[src/rtl/sap1_program_loader.sv]
// sap1_program_loader
//   Streams a program into the SAP-1 core's RAM over a valid/ready handshake,
//   zero-fills whatever the stream did not cover, and holds the core in reset
//   until the RAM is completely defined.
//
// Ports
//   clk, rst             clock, synchronous active-high reset
//   load_req             start a load (honoured in IDLE and RUN)
//   start_req            run current RAM contents without loading (IDLE only)
//   load_end             end the stream early; remaining words are zero-filled
//   in_data/in_valid     program byte stream
//   in_ready             high whenever a byte can be accepted (LOAD state)
//   core_hlt             halt flag from the core, returns to IDLE
//   ram_we/addr/wdata    registered RAM write port
//   core_rst             registered active-high core reset (low only in RUN)
//   running              registered, high while in RUN
//   done                 one-cycle pulse when a load completes
//   byte_count           bytes accepted during the last load, 0..DEPTH

module sap1_program_loader #(
    parameter int unsigned DEPTH  = 16,
    parameter int unsigned ADDR_W = 4,
    parameter int unsigned DATA_W = 8
) (
    input  logic              clk,
    input  logic              rst,
    input  logic              load_req,
    input  logic              start_req,
    input  logic              load_end,
    input  logic [DATA_W-1:0] in_data,
    input  logic              in_valid,
    output logic              in_ready,
    input  logic              core_hlt,
    output logic              ram_we,
    output logic [ADDR_W-1:0] ram_addr,
    output logic [DATA_W-1:0] ram_wdata,
    output logic              core_rst,
    output logic              running,
    output logic              done,
    output logic [ADDR_W:0]   byte_count
);

    localparam logic [ADDR_W-1:0] LAST_ADDR  = ADDR_W'(DEPTH - 1);
    localparam logic [ADDR_W:0]   LAST_COUNT = (ADDR_W + 1)'(DEPTH - 1);

    typedef enum logic [1:0] {IDLE, LOAD, FILL, RUN} state_t;

    state_t            state, state_next;
    logic [ADDR_W-1:0] ptr, ptr_next;
    logic [ADDR_W:0]   count_next;
    logic              accept;
    logic              last_accept;

    logic              we_d;
    logic [ADDR_W-1:0] addr_d;
    logic [DATA_W-1:0] wdata_d;
    logic              done_d;
    logic              running_d;
    logic              core_rst_d;

    assign in_ready    = (state == LOAD);
    assign accept      = in_valid & in_ready;
    // The DEPTH-th accept: ptr has already wrapped, so the count decides.
    assign last_accept = accept && (byte_count == LAST_COUNT);

    // State register plus the registered outputs and datapath.
    always_ff @(posedge clk) begin
        if (rst) begin
            state      <= IDLE;
            ptr        <= '0;
            byte_count <= '0;
            ram_we     <= 1'b0;
            ram_addr   <= '0;
            ram_wdata  <= '0;
            core_rst   <= 1'b1;
            running    <= 1'b0;
            done       <= 1'b0;
        end else begin
            state      <= state_next;
            ptr        <= ptr_next;
            byte_count <= count_next;
            ram_we     <= we_d;
            ram_addr   <= addr_d;
            ram_wdata  <= wdata_d;
            core_rst   <= core_rst_d;
            running    <= running_d;
            done       <= done_d;
        end
    end

    // Next-state and pointer/count update.
    always_comb begin
        state_next = state;
        ptr_next   = ptr;
        count_next = byte_count;
        unique case (state)
            IDLE: begin
                if (load_req) begin
                    state_next = LOAD;
                    ptr_next   = '0;
                    count_next = '0;
                end else if (start_req) begin
                    state_next = RUN;
                end
            end
            LOAD: begin
                if (accept) begin
                    ptr_next   = ptr + 1'b1;
                    count_next = byte_count + 1'b1;
                end
                // A byte accepted alongside load_end is written first; FILL
                // then begins at the incremented pointer.
                if (last_accept) begin
                    state_next = RUN;
                end else if (load_end) begin
                    state_next = FILL;
                end
            end
            FILL: begin
                ptr_next = ptr + 1'b1;
                if (ptr == LAST_ADDR) begin
                    state_next = RUN;
                end
            end
            RUN: begin
                if (load_req) begin
                    state_next = LOAD;
                    ptr_next   = '0;
                    count_next = '0;
                end else if (core_hlt) begin
                    state_next = IDLE;
                end
            end
        endcase
    end

    // Output decode; every result is registered in the state register block.
    always_comb begin
        we_d    = 1'b0;
        addr_d  = ram_addr;
        wdata_d = ram_wdata;
        if (accept) begin
            we_d    = 1'b1;
            addr_d  = ptr;
            wdata_d = in_data;
        end else if (state == FILL) begin
            we_d    = 1'b1;
            addr_d  = ptr;
            wdata_d = '0;
        end
        // running/done are taken from the next state so they coincide with
        // the final RAM write; core_rst uses the current state and therefore
        // lags one cycle, keeping the core in reset until RAM is complete.
        done_d     = ((state == LOAD) || (state == FILL)) && (state_next == RUN);
        running_d  = (state_next == RUN);
        core_rst_d = (state != RUN);
    end

endmodule

[config.mk]
export PLATFORM = sky130hd
export DESIGN_NAME = sap1_program_loader
export DESIGN_NICKNAME = d
export VERILOG_FILES = /design/src/rtl/sap1_program_loader.sv
export SDC_FILE = /design/constraint.sdc
export NUM_CORES = 1
export LEC_CHECK = 0
export CORE_MARGIN = 1.5
export CORE_UTILIZATION = 46
export CTS_CLUSTER_DIAMETER = 80
export DETAILED_ROUTE_END_ITERATION = 10
export PLACE_DENSITY_LB_ADDON = 0.3
export SLEW_MARGIN = 20
export SYNTH_ARGS = -nofsm -noshare
export SYNTH_HDL_FRONTEND = slang
export SYNTH_SLANG_ARGS = --single-unit
[constraint.sdc]
create_clock -name clk -period 2.5 [get_ports clk]
set_input_delay 0.375 -clock clk [delete_from_list [all_inputs] [get_ports clk]]
set_output_delay 0.375 -clock clk [all_outputs]
set_load 0.1 [all_outputs]
==> metrics <==
Int Power=~0.65 mW; RSZ-0062 raised after global routing=no; Clk pin slew, worst setup/hold paths=0.15 ns; Setup violations, final=0; GRT overflow=0; starting DRC count in detailed routing=28; H-tree levels=1; port bufs=36; worst-path fanout max=23; Rows=18; overall power=1.09 mW; DR WL/cell=approximately 14 µm; register area share after synthesis=between 40% and 50%; NumNets Final=approximately 200; Final TNS setup=0 ns; Die Width=approximately 55 µm; Top delay family on crit path=simple AND/OR/NAND/NOR gates; Clock Tree Root=clkbuf_4; CTS Buf Count=3; synthesized area per cell=8.73 µm²; HPWL Detailed=2.09 mm; total inserted antenna cells=0; max cap viols=0; Unique masters post-synth=31; Slew headroom=between 50% and 60%; async set or reset register ratio after synthesis=0%; mapped cell area=between 0.001 and 0.0015 mm²; Mapped Nets=162; Yosys top cell by area=dfxtp_1; Switch Pwr=0.442 mW; initial antenna violation count=0; placed insts=202; flip-flop and latch area=around 540 µm²; worst setup path class=flop to flop; Tmin final=roughly 2 ns; Vias=around 1100; GP Congestion=~0.85; Finished Layout Cells=206; Reg power frac=44.6%; Seq cells post-synth=27; drt first pass iters=4; Setup crit end kind=flop; TritonCTS clock tree=done; area of the multi-input gates=644 µm²; ANT nets after route=0; clock group share of total power=between 10% and 20%; FILL cells=between 200 and 250; combinational power share=about 38%; Total GRT Usage=between 20% and 30%; final wirelength=around 2.8 mm; clk buf depth=2; first-pass GRT wire length=~4.6 mm; CORE AREA=around 0.0025 mm²; top-count cell post-synth=dfxtp_1; Clock Sinks=27; Area Overhead vs Synth=29.7%; DRC errors left=0; Sw Share=about two fifths; Power Dens Cells=between 600 and 700 mW/mm²; largest net degree at the start of global routing=24; die height=between 50 and 60 µm; Synth top cells by count=dfxtp_1, a21oi_1, nand2_1; io pins=37; Die Area=0.00298 mm²; Worst Skew=0.00376 ns; synthesized instance count=140; routed vias/inst=5.50; Crit path required time=between 2 and 3 ns; status=finished, final reports clean; cts hold-fix bufs=0; Critical Path Max Stage Delay=around 0.5 ns; PostCTS Resize Cnt=0; top cells by area, synth=dfxtp_1, a21oi_1, ha_1; latest clock arrival within the worst-skew pair=between 0.3 and 0.4 ns; Initial Util=between 40% and 50%; Slowest-stage cell, CP=or3_4; Lkg Pwr=0.638 nW; fmax=498 MHz; crit path DAT=between 2 and 2.5 ns; count of flip-flops with a built-in enable after synthesis=0; Yosys warnings=0; Final Hold Violating Endpoints=0; Synth Flop Type=dfxtp_1; vias in the first global route=approximately 1000; Max Slew Vio Count=0; post-CTS setup buffers=0; layout cells sized above 1=roughly 18%; CP Buf/Inv Count=1; Peak VDD IR=about 440 µV; part of the cycle the worst path needs=roughly 80%; worst hold path class=flop to flop; top-area cell type share of the netlist area=approximately 44%; actual slew at the worst max-slew pin=0.643 ns; critical path, cell by cell=inv_1 > ha_1 > or3_4 > or3_1 > a21oi_1; Critical Path Start Type=flop
==> cells in the final DEF, fill, tap and decap left out, types with 7 or more instances in the layout <==
master,instances
buf_4,24
nand2_1,15
a21oi_1,20
dfxtp_1,27
o21ai_0,8
nor2_1,13
clkdlybuf4s50_1,14
ha_1,7
nand3b_1,8
==> worst paths after layout <==
path | start | endpoint | slack (ns) | cells after the start
hold / removal | ram_addr[0] | ram_addr[0] | 0.47 | 2
hold reg to reg | ram_addr[0] | ram_addr[0] | 0.47 | 2
setup / recovery | state[0] | byte_count[3] | 0.49 | 5
setup reg to reg | state[0] | byte_count[3] | 0.49 | 5
==> logic make-up after synthesis <==
family                     synth area share [%]
and+or+nand+nor                            26.9
buffers and inverters                      3.07
adders and majority gates                  7.16
AOI/OAI and AO/OA                          17.9
DFF                                        44.2
xor gates and xnor gates                  0.717
==> layer usage <==
layer | GRT usage [%] | vias up | part of all wire, %
met5 | 0 | - | 0
met4 | 13.3 | 0 | 2.3
met3 | 2.46 | 9 | 5.0
met2 | 35.7 | 32 | 51
met1 | 26.0 | 525 | 42
li1 | - | 568 | -
==> power by group through the flow <==
| stage | Combinational [mW] | Sequential [mW] | Clock [mW] |
|---|---|---|---|
| after floorplan | 0.173 | 0.630 | 0 |
| after global placement | 0.401 | 0.494 | 0 |
| after detailed placement | 0.407 | 0.494 | 0 |
| after CTS | 0.408 | 0.485 | 0.200 |
| after global routing | 0.433 | 0.490 | 0.217 |
| final | 0.408 | 0.485 | 0.195 |
==> through the flow <==
step                utilization [%]  hold WS [ns]  setup slack (ns)  area, µm²
finish                         63.4         0.470             0.493       1590
global route                   63.4         0.487             0.355       1590
CTS                            63.4         0.473             0.489       1590
detailed placement             62.3         0.453             0.492       1560
global placement               62.3         0.442             0.530       1560
floorplan                         -         0.444             0.253       1220
==> sequential cells by signal, indices dropped and copies added (netlist names) <==
| name | count |
|---|---|
| ram_wdata | 8 |
| byte_count | 5 |
| ptr | 4 |
| ram_addr | 4 |
| state | 2 |
| core_rst | 1 |
| done | 1 |
| ram_we | 1 |
| running | 1 |
==> worst register-to-register path: cells and delay by family (launching register included) <==
kind | cells | cell delay, ns
fa+ha+maj | 1 | 0.43
simple gates | 2 | 0.86
compound gates | 1 | 0.14
flops | 1 | 0.43
buf+inv | 1 | 0.09
==> layout make-up <==
cell class                      instances  share of cell area, %
Multi-Input combinational cell        103                   40.6
Tap cell                               30                   2.37
Clock buffer                            3                   1.42
Sequential cell                        27                   34.1
Clock inverter                          1                  0.316
Timing Repair Buffer                   38                   20.2
Inverter                                4                  0.947
(Power assumes the default switching activity.)
